File: src/rtl/pwm_pkg.sv
// Shared mode constants and FSM state encoding for the PWM pattern scheduler.
package pwm_pkg;

    localparam logic [1:0] MODE_OFF     = 2'd0;
    localparam logic [1:0] MODE_SQUARE  = 2'd1;
    localparam logic [1:0] MODE_RAMP    = 2'd2;
    localparam logic [1:0] MODE_BREATHE = 2'd3;

    typedef enum logic [1:0] {
        ST_IDLE    = 2'd0,
        ST_RUN     = 2'd1,
        ST_PENDING = 2'd2
    } state_t;

endpackage

File: src/rtl/pwm_duty_calc.sv
// Combinational duty lookup: maps the active pattern mode and a channel's frame index to a duty value.
module pwm_duty_calc
    import pwm_pkg::*;
#(
    parameter int CNT_W = 6,
    parameter int IDX_W = 6
) (
    input  logic [1:0]       i_mode,
    input  logic [IDX_W-1:0] i_idx,
    output logic [CNT_W:0]   o_duty
);

    localparam logic [CNT_W:0] FULL = {1'b1, {CNT_W{1'b0}}};

    logic [IDX_W-2:0] w_tri;

    always_comb begin
        // Triangle fold: rising over the first half-cycle, mirrored over the second.
        w_tri  = i_idx[IDX_W-1] ? ~i_idx[IDX_W-2:0] : i_idx[IDX_W-2:0];
        o_duty = '0;
        case (i_mode)
            MODE_SQUARE:  o_duty = i_idx[IDX_W-1] ? '0 : FULL;
            MODE_RAMP:    o_duty = (CNT_W+1)'(i_idx) << (CNT_W - IDX_W);
            MODE_BREATHE: o_duty = (CNT_W+1)'(w_tri) << (CNT_W - IDX_W + 1);
            default:      o_duty = '0;
        endcase
    end

endmodule

File: src/rtl/pwm_pattern_scheduler.sv
// Multi-channel LED PWM pattern scheduler: shared period/frame counters, phase-offset channels,
// and mode changes deferred to period boundaries so no channel sees a truncated period.
module pwm_pattern_scheduler
    import pwm_pkg::*;
#(
    parameter int CNT_W      = 6,
    parameter int IDX_W      = 6,
    parameter int NUM_CH     = 3,
    parameter int PHASE_STEP = 21
) (
    input  logic              sysclk,
    input  logic              rst,
    input  logic              enable_sw,
    input  logic [1:0]        mode_sel,
    input  logic              mode_load,
    output logic [NUM_CH-1:0] pulse,
    output logic [1:0]        active_mode,
    output logic              mode_ack,
    output logic              frame_tick
);

    logic             r_sync1;
    logic             r_en_s;
    state_t           r_state;
    logic [CNT_W-1:0] r_count;
    logic [IDX_W-1:0] r_idx;
    logic [1:0]       r_shadow;

    state_t           w_state_nxt;
    logic [CNT_W-1:0] w_count_nxt;
    logic [IDX_W-1:0] w_idx_nxt;
    logic [1:0]       w_shadow_nxt;
    logic [1:0]       w_mode_nxt;
    logic             w_ack_nxt;
    logic             w_tick_nxt;
    logic             w_period_end;
    logic [NUM_CH-1:0] w_on;

    assign w_period_end = (r_state != ST_IDLE) && (r_count == '1);

    always_ff @(posedge sysclk or posedge rst) begin
        if (rst) begin
            r_sync1     <= 1'b0;
            r_en_s      <= 1'b0;
            r_state     <= ST_IDLE;
            r_count     <= '0;
            r_idx       <= '0;
            r_shadow    <= MODE_OFF;
            active_mode <= MODE_OFF;
            mode_ack    <= 1'b0;
            frame_tick  <= 1'b0;
            pulse       <= '0;
        end else begin
            r_sync1     <= enable_sw;
            r_en_s      <= r_sync1;
            r_state     <= w_state_nxt;
            r_count     <= w_count_nxt;
            r_idx       <= w_idx_nxt;
            r_shadow    <= w_shadow_nxt;
            active_mode <= w_mode_nxt;
            mode_ack    <= w_ack_nxt;
            frame_tick  <= w_tick_nxt;
            pulse       <= w_on;
        end
    end

    always_comb begin
        w_state_nxt  = r_state;
        w_count_nxt  = r_count;
        w_idx_nxt    = r_idx;
        w_shadow_nxt = r_shadow;
        w_mode_nxt   = active_mode;
        w_ack_nxt    = 1'b0;
        w_tick_nxt   = 1'b0;
        case (r_state)
            ST_IDLE: begin
                w_count_nxt = '0;
                w_idx_nxt   = '0;
                if (mode_load) begin
                    w_mode_nxt = mode_sel;
                    w_ack_nxt  = 1'b1;
                end
                if (r_en_s && (active_mode != MODE_OFF)) w_state_nxt = ST_RUN;
            end
            ST_RUN, ST_PENDING: begin
                w_count_nxt = r_count + 1'b1;
                if (w_period_end) begin
                    w_idx_nxt  = r_idx + 1'b1;
                    w_tick_nxt = (r_idx == '1);
                end
                // Last request wins, including one arriving on the boundary cycle itself.
                if (mode_load) begin
                    w_shadow_nxt = mode_sel;
                    w_state_nxt  = ST_PENDING;
                end
                if ((r_state == ST_PENDING) && w_period_end) begin
                    w_mode_nxt  = w_shadow_nxt;
                    w_ack_nxt   = 1'b1;
                    w_idx_nxt   = '0;
                    w_state_nxt = (w_shadow_nxt == MODE_OFF) ? ST_IDLE : ST_RUN;
                end
                if (!r_en_s) begin
                    w_state_nxt = ST_IDLE;
                    w_count_nxt = '0;
                    w_idx_nxt   = '0;
                    w_tick_nxt  = 1'b0;
                    if (r_state == ST_PENDING) begin
                        w_mode_nxt = w_shadow_nxt;
                        w_ack_nxt  = 1'b1;
                    end
                end
            end
            default: w_state_nxt = ST_IDLE;
        endcase
    end

    for (genvar ch = 0; ch < NUM_CH; ch++) begin : g_ch
        logic [IDX_W-1:0] w_idx_ch;
        logic [CNT_W:0]   w_duty;

        // Truncation to IDX_W bits gives the modulo-2**IDX_W phase wrap.
        assign w_idx_ch = r_idx + IDX_W'(ch * PHASE_STEP);

        pwm_duty_calc #(
            .CNT_W (CNT_W),
            .IDX_W (IDX_W)
        ) u_duty (
            .i_mode (active_mode),
            .i_idx  (w_idx_ch),
            .o_duty (w_duty)
        );

        assign w_on[ch] = (r_state != ST_IDLE) && r_en_s && ({1'b0, r_count} < w_duty);
    end

endmodule

File: config.mk
export PLATFORM = sky130hd
export DESIGN_NAME = pwm_pattern_scheduler
export DESIGN_NICKNAME = d
export VERILOG_FILES = /design/src/rtl/pwm_pkg.sv /design/src/rtl/pwm_duty_calc.sv /design/src/rtl/pwm_pattern_scheduler.sv
export SDC_FILE = /design/constraint.sdc
export NUM_CORES = 1
export LEC_CHECK = 0
export ABC_AREA = 1
export CORE_UTILIZATION = 30
export DETAILED_ROUTE_END_ITERATION = 12
export HOLD_SLACK_MARGIN = 0.08
export PLACE_DENSITY = 0.52
export SETUP_SLACK_MARGIN = 0.5
export SYNTH_ARGS = -nofsm -noshare
export SYNTH_HDL_FRONTEND = slang
export SYNTH_SLANG_ARGS = --single-unit
File: constraint.sdc
create_clock -name sysclk -period 3 [get_ports sysclk]
set_input_delay 0.45 -clock sysclk [delete_from_list [all_inputs] [get_ports sysclk]]
set_output_delay 0.45 -clock sysclk [all_outputs]
set_load 0.02 [all_outputs]
Word level (Yosys, flattened, before mapping)
Cells that the tools add are included. Widths: inputs -> output; s select.

Add/sub/neg operators: 4. Bitwise gates (word level): 3. Multiplexer cells: 36. Equality and inequality tests: 11. Magnitude comparators: 3. Reduce and logical (&&, ||, !) cells: 16.

Operators with widths (number): $pmux 7 s3 (3); $mux 6 (4); $pmux 6 s2 (2); $lt 6x7->1 (3); $mux 7 (3); $mux 2 (10); $mux 5 (3); $not 5->5 (3); $add 6x1->6 const B (2); $eq 6x6->1 const B (2); $mux 1 (8); $ne 4x4->1 const B (2); $pmux 2 s2 (2); $logic_and 1x1->1 (7); $add 6x5->6 const B (1); $add 6x6->6 const B (1); $eq 2x2->1 const B (3); $reduce_and 2->1 (3); $reduce_bool 2->1 (3); $eq 2x1->1 const B (2); $logic_not 2->1 (2); $ne 2x2->1 const B (2); $pmux 1 s2 (1); $reduce_or 2->1 (1).

Register bits: 25. Bits of input ports: 6. Word-level logic and storage cells: 83.

Logic depth before layout (Yosys ltp)
Gate-level depths: netlist of the first run.

Word-level depth: 8. Gate-level depth with buffers: 22. Mapped depth without buffers: 22.

Cells and area by module
A second synthesis of the first run with hierarchy kept.

Cell total of the unflattened synthesis: 358. Area total of the unflattened synthesis: 2329.7 sq um.

By module, submodules not included: pwm_pattern_scheduler (cells each 250, area an instance 1886.8 sq um, instances 1); pwm_duty_calc (cells each 36, area an instance 147.6 sq um, instances 3).

Worst setup path before layout of the first run
Ideal clock, no wire load.

Kind: reg2reg. From: register r_idx[1]. To: register pulse[2]. Clock period less this slack: 2.107 ns. Arrival time: 2.036 ns. Setup slack: 0.893 ns. Required time: 2.929 ns. Library setup time: 0.071 ns. Path buffers: 0. Stages on the path, launching flop included: 16. Path through: dfrtp_1 -> ha_1 -> o21ai_0 -> nand2_1 -> nand2_2 -> inv_2 -> nand2_1 -> nand2_1 -> o22ai_1 -> inv_1 -> ha_1 -> a21oi_1 -> nor2_1 -> o21ai_0 -> nand2_1 -> nor2_1.

Longest elaborated chain between the ends: 6.

RTL lines: from (decl) (RTL line pwm_pattern_scheduler.sv:26) `logic [IDX_W-1:0] r_idx;`; from (signal assigned) (RTL line pwm_pattern_scheduler.sv:58) `r_idx <= w_idx_nxt;`; $add 6x6->6 (*) (RTL line pwm_pattern_scheduler.sv:122) `assign w_idx_ch = r_idx + IDX_W'(ch * PHASE_STEP);`; $not 5->5 (RTL line pwm_duty_calc.sv:19) `w_tri = i_idx[IDX_W-1] ? ~i_idx[IDX_W-2:0] : i_idx[IDX_W-2:0];`; $mux 5 (RTL line pwm_duty_calc.sv:19); $pmux 7 s3 (*) (RTL line pwm_duty_calc.sv:21) `case (i_mode)`; $lt 6x7->1 (*) (RTL line pwm_pattern_scheduler.sv:133) `assign w_on[ch] = (r_state != ST_IDLE) && r_en_s && ({1'b0, r_count} < w_duty);`; $logic_and 1x1->1 (*) (RTL line pwm_pattern_scheduler.sv:133); net w_on[2] (RTL line pwm_pattern_scheduler.sv:37) `logic [NUM_CH-1:0] w_on;`; to (signal assigned) (RTL line pwm_pattern_scheduler.sv:63) `pulse <= w_on;`; to (decl) (RTL line pwm_pattern_scheduler.sv:16) `output logic [NUM_CH-1:0] pulse,`.

Mark *: on every way through the listed nets, which the timed path passes. The rest lies on a longest branch. A chain may end at the register's enable or synchronous reset.

Worst setup path after layout of the first run
From: register r_idx[2]. To: register pulse[1].

Longest elaborated chain between the ends: 6.

RTL lines (RTL line): $add 6x5->6 (*) (pwm_pattern_scheduler.sv:122); $not 5->5 (pwm_duty_calc.sv:19); $mux 5 (pwm_duty_calc.sv:19); $pmux 7 s3 (*) (pwm_duty_calc.sv:21); $lt 6x7->1 (*) (pwm_pattern_scheduler.sv:133); $logic_and 1x1->1 (*) (pwm_pattern_scheduler.sv:133); net w_on[1] (pwm_pattern_scheduler.sv:37).

Marked as above.

==> flow_metrics.env, run 1 <==
export IMPL_final_cells=417
export IMPL_detail_route_vias_per_cell=4.772
export IMPL_die_area_sq_um=7670
export IMPL_final_common_cell="nand2_1"
export IMPL_maxCapViolCount=0
export IMPL_ant_nets=0
export IMPL_startpoint_type="register"
export IMPL_slew_viol_final=0
export IMPL_ys_seq_area_share_pct=28.47
export IMPL_insertion_delay_ns=0.27
export IMPL_vias=1990
export IMPL_hpwl_um=4148
export IMPL_fmax_mhz=439.1
export IMPL_core_sq_um=6944
export IMPL_dr_wl_met3_um=143
export IMPL_place_gp_congestion=0.8971
export IMPL_yosysWarnings=0
export IMPL_min_delay_path_class="register to register"
export IMPL_cp_data_arrival_time_ns=2.49
export IMPL_fin_crit_ns=2.277
export IMPL_power_w=0.001716
export IMPL_worst_pin_slew_ns=0.4390
export IMPL_worstPathRequired_ns=3.21
export IMPL_row_count=30
export IMPL_syn_instance_count=304
export IMPL_area_delta_synth_final_pct=14.81
export IMPL_rsz0062_at_grt="false"
export IMPL_first_iter_violations=99
export IMPL_setup_tns_ns=0
export IMPL_grt_pass1_wl_um=9142
export IMPL_fin_worst_skew_ns=0.01069
export IMPL_antenna_found_initial=0
export IMPL_powerDensity_nw_per_um2=680.1
export IMPL_wl_met1_um=2634
export IMPL_finalSetupViolCount=0
export IMPL_cts_sink_count=25
export IMPL_ys_types=36
export IMPL_final_util_pct=36.32
export IMPL_p_leak_nw=1.243
export IMPL_synth_area_sq_um=2197
export IMPL_cts_hold_fix_buffers=0
export IMPL_n_antenna_cell=0
export IMPL_cts_made_buffers=3
export IMPL_grt_usage_pct=15.29
export IMPL_cts_htree_levels=1
export IMPL_placed_cells=408
export IMPL_hold_violations=0
export IMPL_synth_top_flop_cell="dfrtp_1"
export IMPL_fillers=771
export IMPL_worst_path_max_fanout=7
export IMPL_fin_crit_sh_pct=75.91
export IMPL_ys_ff_latch=25
export IMPL_slew_headroom_pct=70.74
export IMPL_layout_nets=352
export IMPL_grt_pass1_vias=1891
export IMPL_synth_edff_count=0
export IMPL_async_reset_ff_share_pct=100.0
export IMPL_io_buffers=12
export IMPL_ios=13
export IMPL_drc=0
export IMPL_grt_overflow=0
export IMPL_final_cell_mix="nand2_1 (71), inv_1 (41), a21oi_1 (22), ha_1 (22), dfrtp_1 (21)"
export IMPL_grt_max_degree=26
export IMPL_root_buffer="clkbuf_8"
export IMPL_dieHeight_um=87.58
export IMPL_met2WireLength_um=2416
export IMPL_drive_above_1_share_pct=14.02
export IMPL_start_util_pct=31.64
export IMPL_clk_path_buf_depth=2
export IMPL_wl_per_cell_um=12.65
export IMPL_cts_tree="done"
export IMPL_wl_um=5273
export IMPL_cts_clk_slew_worst_paths_ns=0.09
export IMPL_synth_area_per_cell_sq_um=7.227
export IMPL_path_class="register to register"
export IMPL_dr_max_layer_used="met4"
export IMPL_crit_path_end_kind="register"
export IMPL_synth_fp_nets=334
export IMPL_ir_worst_vdd_v=0.0003279
export IMPL_die_w_um=87.58
export IMPL_status="finished, final reports clean"
export IMPL_dr_pass1_iters=4
[cell families after synthesis]
logic type                 after synthesis  share of synthesized area (%)
and+or+nand+nor                        136                          29.39
DFF                                     25                          28.47
xor gates and xnor gates                 6                          2.392
buffers and inverters                   55                          10.99
adders and majority gates               24                          13.67
AOI/OAI and AO/OA                       58                          15.09
[timing repair]
item,CTS,global route
setup buffers,0,5
endpoints found under the setup margin,0,2
gates resized for setup,0,15
[metal layers]
layer,vias to the layer above,track usage (%)
li1,1031,-
met1,923,21.78
met2,27,24.50
met3,9,1.602
met4,0,4.471
met5,-,0
[state kept, by name, summed over array words and instances, names as in the netlist, named ones only]
name and count:
r_state 2, r_shadow 2, pulse 3, r_en_s 1
frame_tick 1, r_count 6, r_idx 6, mode_ack 1
r_sync1 1
[area by class of cell]
type                       count  area [sq um]  area share (%)
multi-input combinational    224          1364           54.07
sequential                    25         630.6           25.00
inverter                      49         190.2           7.540
clock buffer                   4         45.04           1.786
timing repair buffer          19         172.7           6.845
tap                           96         120.1           4.762
[final timing paths]
path                          start  depth (start not counted)  slack (ns)           to
setup / recovery           r_idx[2]                         19        0.72     pulse[1]
hold / removal              r_sync1                          0        0.35       r_en_s
setup reg to reg           r_idx[2]                         19        0.72     pulse[1]
hold reg to reg             r_sync1                          0        0.35       r_en_s
max in group asynchronous       rst                          3        2.20     r_idx[2]
min in group asynchronous       rst                          3        0.53  r_shadow[1]
[cells in the mapped netlist (2+ instances only)]
cell	n	share of area [%]
nor2_1	19	3.2
nand2_2	7	2.0
inv_2	5	0.85
a21oi_1	22	5.0
xor2_1	6	2.4
dfrtp_1	25	28
a22oi_1	4	1.4
ha_1	24	14
nor2_4	3	1.5
nand3_2	2	0.91
o22ai_1	6	1.7
nand2_4	2	1.0
o21ai_1	3	0.68
buf_6	3	1.5
nand4_1	5	1.4
nand3_1	19	4.3
inv_1	41	7.0
nand2_1	71	12
buf_4	2	0.68
nor2_2	2	0.57
o21ai_0	18	4.1
[worst max-delay path, stage by stage (launching register included)]
cell and delay, ns:
dfrtp_2 0.47, inv_4 0.09, ha_2 0.17, nand2_2 0.06, nand2_2 0.09, nand2_4 0.07
nand2_4 0.10, nand2_4 0.07, nand3_1 0.08, nand3_1 0.07, o21ai_1 0.10, inv_1 0.06
ha_1 0.29, a21oi_1 0.13, nand2_1 0.07, nand2_1 0.05, nand2_1 0.05, nand2_1 0.05
nand2_1 0.05, a21oi_1 0.11
[metrics by stage]
stage	cell area, sq um	setup slack (ns)	hold slack (ns)
2_1_floorplan	2197	0.8926	0.3312
3_3_place_gp	2399	0.6174	0.3349
3_5_place_dp	2399	0.6021	0.3355
4_1_cts	2444	0.5902	0.3557
5_1_grt	2522	0.4815	0.3681
6_report	2522	0.7227	0.3547
[report_power, final]
| part | internal [W] | total [W] | switching [W] |
|---|---|---|---|
| registers | 0.000423 | 0.000509 | 0.0000856 |
| clock network | 0.0000951 | 0.000204 | 0.000109 |
| logic | 0.000375 | 0.00100 | 0.000627 |
| total | 0.000893 | 0.00172 | 0.000822 |
(Power assumes the default switching activity.)
==> run 2: changes to the inputs <==
==> constraint.sdc (replaced) <==
create_clock -name sysclk -period 2.3 [get_ports sysclk]
set_input_delay 0.345 -clock sysclk [delete_from_list [all_inputs] [get_ports sysclk]]
set_output_delay 0.345 -clock sysclk [all_outputs]
set_load 0.02 [all_outputs]
==> run 2 against run 1 <==
  * Clock power up 28%
  * Final cell count up 3.8%
  * Register-to-register slack worse by 0.57 ns
  * Core utilization up 3.0 points
  * Clock-buffer cell count unchanged
  * Critical endpoint unchanged
  * Highest routed layer unchanged
==> flow_metrics.env, run 2 (synthesis gave the netlist of run 1 again) <==
export IMPL_die_area_sq_um=7670
export IMPL_insertion_delay_ns=0.27
export IMPL_drive_above_1_share_pct=23.44
export IMPL_fin_crit_sh_pct=93.54
export IMPL_grt_pass1_wl_um=9108
export IMPL_root_buffer="clkbuf_8"
export IMPL_finalSetupViolCount=0
export IMPL_grt_usage_pct=15.32
export IMPL_rsz0062_at_grt="true"
export IMPL_maxCapViolCount=0
export IMPL_startpoint_type="register"
export IMPL_p_leak_nw=1.337
export IMPL_crit_path_end_kind="register"
export IMPL_worst_path_max_fanout=5
export IMPL_layout_nets=368
export IMPL_ios=13
export IMPL_io_buffers=12
export IMPL_rr_worst_depth=22
export IMPL_start_util_pct=31.64
export IMPL_min_delay_path_class="register to register"
export IMPL_status="finished, final reports clean"
export IMPL_worst_pin_slew_ns=0.3274
export IMPL_row_count=30
export IMPL_hold_violations=0
export IMPL_path_class="register to register"
export IMPL_vias=2038
export IMPL_placed_cells=419
export IMPL_worstPathRequired_ns=2.47
export IMPL_final_cells=433
export IMPL_fin_worst_skew_ns=0.008632
export IMPL_dr_pass1_iters=4
export IMPL_slew_headroom_pct=78.17
export IMPL_area_delta_synth_final_pct=24.26
export IMPL_grt_pass1_vias=1900
export IMPL_power_w=0.002430
export IMPL_r2r_setup_slack_ns=0.15
export IMPL_drc=0
export IMPL_r2r_end="pulse[1]"
export IMPL_hold_depth=0
export IMPL_min_from="r_sync1"
export IMPL_holdPathEnd="r_en_s"
export IMPL_ir_worst_vdd_v=0.0005895
export IMPL_die_w_um=87.58
export IMPL_dieHeight_um=87.58
export IMPL_cts_clk_slew_worst_paths_ns=0.09
export IMPL_place_gp_congestion=0.7973
export IMPL_detail_route_vias_per_cell=4.707
export IMPL_fmax_mhz=464.8
export IMPL_ant_nets=0
export IMPL_hpwl_um=4248
export IMPL_final_cell_mix="nand2_1 (68), inv_1 (37), buf_4 (22), ha_1 (20)"
export IMPL_final_util_pct=39.32
export IMPL_core_sq_um=6944
export IMPL_finalInstanceArea_sq_um=2730
export IMPL_final_common_cell="nand2_1"
export IMPL_grt_overflow=0
export IMPL_cts_htree_levels=1
export IMPL_n_antenna_cell=0
export IMPL_wl_um=5479
export IMPL_cts_sink_count=25
export IMPL_cts_hold_fix_buffers=0
export IMPL_cp_data_arrival_time_ns=2.32
export IMPL_clk_path_buf_depth=2
export IMPL_place_area_sq_um=2494
export IMPL_antenna_found_initial=0
export IMPL_slew_viol_final=0
export IMPL_cts_tree="done"
export IMPL_fin_crit_ns=2.152
export IMPL_grt_max_degree=26
export IMPL_wl_per_cell_um=12.65
export IMPL_cts_made_buffers=3
export IMPL_largestRegisters="r_count x6, r_idx x6, pulse x3"
export IMPL_first_iter_violations=72
export IMPL_r2r_start="r_idx[2]"
export IMPL_powerDensity_nw_per_um2=890.2
==> run 2: cell types whose count changed in the layout (fill, tap and decap cells not counted), moves of 3 or more <==
cell | before | now
dfrtp_2 | 4 | 7
buf_4 | 7 | 22
dfrtp_1 | 21 | 18
a21oi_2 | 0 | 4
inv_1 | 41 | 37
nand2_1 | 71 | 68
a21oi_1 | 22 | 19
ha_4 | 0 | 4
inv_2 | 4 | 9
==> run 2: metal layers <==
| layer | part of all wire (%) | global-route usage [%] |
|---|---|---|
| met2 | 47 | 25.43 |
| met5 | 0 | 0 |
| met1 | 50 | 21.64 |
| met4 | 0.40 | 3.130 |
| met3 | 2.3 | 1.602 |
==> run 2: report_power, final <==
part | total, W | switching [W] | internal [W]
Sequential | 0.000678 | 0.000120 | 0.000558
Clock | 0.000261 | 0.000137 | 0.000124
Combinational | 0.00149 | 0.000899 | 0.000593
Total | 0.00243 | 0.00116 | 0.00127
==> run 2: critical path, cell delays in order (launching register included) <==
cell and delay [ns]:
dfrtp_1 0.43, inv_2 0.08, ha_4 0.17, nand2_4 0.06
nand2_4 0.05, nand2_4 0.08, nand2_4 0.06, nand2_4 0.08
nand2_4 0.06, nand2_1 0.05, nand3_1 0.05, o21ai_1 0.07
inv_1 0.08, ha_4 0.27, nand2_2 0.05, inv_2 0.04
nand2_1 0.05, nand2_1 0.05, nand2_1 0.05, nand2_1 0.06
nand2_1 0.05, nand2_1 0.07, a21oi_2 0.05
==> run 2: worst max path at each step <==
stage | slack (ns) | endpoint | from
after global routing | -0.06 | pulse[2] | r_idx[2]
final | 0.15 | pulse[1] | r_idx[2]
after global placement | 0.1 | pulse[2] | r_idx[1]
after floorplan | 0.22 | pulse[1] | r_idx[2]
after CTS | 0.12 | pulse[2] | r_idx[1]
after detailed placement | 0.11 | pulse[2] | r_idx[1]
==> run 2: timing repair <==
action / 4_1_cts / 5_1_grt
resized for setup: 13 / 22
setup buffers: 4 / 5
endpoints found under the setup margin: 10 / 15
pin swaps: 4 / 5
gates cloned: 1 / 0
==> run 2: area by class of cell <==
type	count	area, sq um
clock buffer	4	45.04
fill	753	4214
inverter	49	193.9
multi-input combinational	225	1451
sequential	25	634.4
tap	96	120.1
timing repair buffer	34	285.3
==> run 2: stage by stage <==
step           setup WS [ns]  hold WS, ns  setup TNS [ns]
2_1_floorplan         0.2168       0.3312               0
3_3_place_gp         0.09920       0.3350               0
3_5_place_dp          0.1096       0.3365               0
4_1_cts               0.1245       0.3571               0
5_1_grt             -0.06105       0.3687         -0.1050
6_report              0.1485       0.3528               0
==> run 3: changes to the inputs <==
--- a/config.mk
+++ b/config.mk
@@ -10,6 +10,7 @@
 export DETAILED_ROUTE_END_ITERATION = 12
 export HOLD_SLACK_MARGIN = 0.08
 export PLACE_DENSITY = 0.52
+export RECOVER_POWER = 25
 export SETUP_SLACK_MARGIN = 0.5
 export SYNTH_ARGS = -nofsm -noshare
 export SYNTH_HDL_FRONTEND = slang
==> run 3 against run 2 <==
  * Critical path depth stayed put
  * Cell area is 0.14% lower
  * Clock-buffer cell count stayed put
  * Clock skew hardly changed
  * Routed wire length hardly changed
  * Combinational power hardly changed
  * Total power hardly changed
  * Core utilization is 0.054 points lower
  * Worst hold slack hardly changed
  * Die area stayed put
  * First-iteration DRC count stayed put
==> flow_metrics.env, run 3 (synthesis gave the netlist of run 1 again) <==
export IMPL_dr_pass1_iters=4
export IMPL_core_sq_um=6944
export IMPL_wl_per_cell_um=12.66
export IMPL_worst_pin_slew_ns=1.377
export IMPL_die_w_um=87.58
export IMPL_hold_violations=0
export IMPL_critical_path_max_stage_delay_ns=0.43
export IMPL_path_cells="inv_2, ha_4, nand2_4, nand2_4, nand2_4, nand2_4, nand2_4, nand2_4, nand2_1, nand3_1, o21ai_1, inv_1, ha_4, nand2_2, inv_2, nand2_1, nand2_1, nand2_1, nand2_1, nand2_1, nand2_1, a21oi_2"
export IMPL_r2r_setup_slack_ns=0.15
export IMPL_grt_overflow=0
export IMPL_final_common_cell="nand2_1"
export IMPL_grt_usage_pct=15.32
export IMPL_rr_worst_depth=22
export IMPL_io_buffers=12
export IMPL_final_cell_mix="nand2_1 (68), inv_1 (37), buf_4 (21), ha_1 (20)"
export IMPL_place_ws_ns=0.1096
export IMPL_min_from="r_sync1"
export IMPL_wl_um=5480
export IMPL_worstPathRequired_ns=2.47
export IMPL_fin_worst_skew_ns=0.008648
export IMPL_row_count=30
export IMPL_cts_tree="done"
export IMPL_status="finished, final reports clean"
export IMPL_grt_max_degree=26
export IMPL_slew_headroom_pct=8.211
export IMPL_ios=13
export IMPL_dieHeight_um=87.58
export IMPL_fin_crit_sh_pct=93.54
export IMPL_r2r_start="r_idx[2]"
export IMPL_cts_htree_levels=1
export IMPL_place_gp_congestion=0.7973
export IMPL_root_buffer="clkbuf_8"
export IMPL_r2r_end="pulse[1]"
export IMPL_finalSetupViolCount=0
export IMPL_cts_hold_fix_buffers=0
export IMPL_fillers=752
export IMPL_hold_depth=0
export IMPL_cts_made_buffers=3
export IMPL_cp_data_arrival_time_ns=2.32
export IMPL_cpMaxStageDelayCell="dfrtp_1"
export IMPL_n_antenna_cell=0
export IMPL_slew_viol_final=0
export IMPL_detail_route_vias_per_cell=4.707
export IMPL_layout_nets=368
export IMPL_cts_sink_count=25
export IMPL_grt_pass1_wl_um=9108
export IMPL_die_area_sq_um=7670
export IMPL_antenna_found_initial=0
export IMPL_largestRegisters="r_count x6, r_idx x6, pulse x3"
export IMPL_vias=2038
export IMPL_worst_path_max_fanout=5
export IMPL_hpwl_um=4248
export IMPL_drive_above_1_share_pct=23.15
export IMPL_crit_path_end_kind="register"
export IMPL_cts_clk_slew_worst_paths_ns=0.09
export IMPL_area_delta_synth_final_pct=24.09
export IMPL_path_class="register to register"
export IMPL_placed_cells=419
export IMPL_fmax_mhz=464.8
export IMPL_insertion_delay_ns=0.27
export IMPL_holdWs_ns=0.3528
export IMPL_setup_slack_ns=0.1485
export IMPL_maxCapViolCount=0
export IMPL_drc=0
export IMPL_powerDensity_nw_per_um2=890.9
export IMPL_clk_path_buf_depth=2
export IMPL_final_cells=433
export IMPL_start_util_pct=31.64
export IMPL_ant_nets=0
export IMPL_grt_pass1_vias=1900
export IMPL_first_iter_violations=72
export IMPL_power_w=0.002429
export IMPL_rsz0062_at_grt="true"
export IMPL_min_delay_path_class="register to register"
export IMPL_startpoint_type="register"
export IMPL_ir_worst_vdd_v=0.0005895
export IMPL_holdPathEnd="r_en_s"
export IMPL_p_leak_nw=1.334
export IMPL_crit_top_cell="nand2_1"
export IMPL_fin_crit_ns=2.151
[run 3: cell types whose count changed in the layout (fill, tap and decap cells not counted), sizes merged]
cell,before,now
buf,22,21
clkbuf,4,5
clkdlybuf4s50,12,10
dlygate4sd3,0,2
[run 3: worst max-delay path by stage]
stage,slack (ns),to,depth (start not counted),from
global placement,0.1,pulse[2],15,r_idx[1]
floorplan,0.22,pulse[1],18,r_idx[2]
finish,0.15,pulse[1],22,r_idx[2]
global route,-0.06,pulse[2],13,r_idx[2]
detailed placement,0.11,pulse[2],15,r_idx[1]
CTS,0.12,pulse[2],16,r_idx[1]
[run 3: power breakdown]
part           internal [W]  switching [W]
clock              0.000124       0.000137
sequential         0.000558       0.000120
combinational      0.000592       0.000899
total               0.00127        0.00116
[run 3: final cells by class]
cell class / count / area (sq um) / area share (%)
clock buffer: 4 / 45.04 / 1.652
inverter: 49 / 193.9 / 7.113
multi-input combinational: 225 / 1451 / 53.24
sequential: 25 / 634.4 / 23.27
tap: 96 / 120.1 / 4.406
timing repair buffer: 34 / 281.5 / 10.33
[run 3: layer usage]
layer	track usage (%)	up-vias	share of wire, %	routed length [um]
met5	0	-	0	0
met4	3.130	0	0.40	22
met3	1.602	2	2.3	127
met2	25.43	22	47	2570
met1	21.64	955	50	2760
li1	-	1059	-	-
[run 3: through the flow]
step / cell area [sq um] / util (%) / TNS, ns
after floorplan: 2210 / - / 0
after global placement: 2494 / 35.91 / 0
after detailed placement: 2494 / 35.91 / 0
after CTS: 2618 / 37.69 / 0
after global routing: 2726 / 39.26 / -0.1050
final: 2726 / 39.26 / 0
[run 3: what timing repair did]
item | CTS | global route
pin swaps | 4 | 5
buffers inserted | 4 | 5
endpoints found under the hold margin | 0 | 0
resized for setup | 13 | 22
setup endpoints to repair | 10 | 15
gates cloned | 1 | 0
[run 3: worst max-delay path: cells and delay by family, from the launching register on]
kind	cells	cell delay [ns]
DFF	1	0.43
adders and majority gates	2	0.44
buffers and inverters	3	0.20
AOI/OAI and AO/OA	2	0.12
and+or+nand+nor	15	0.87
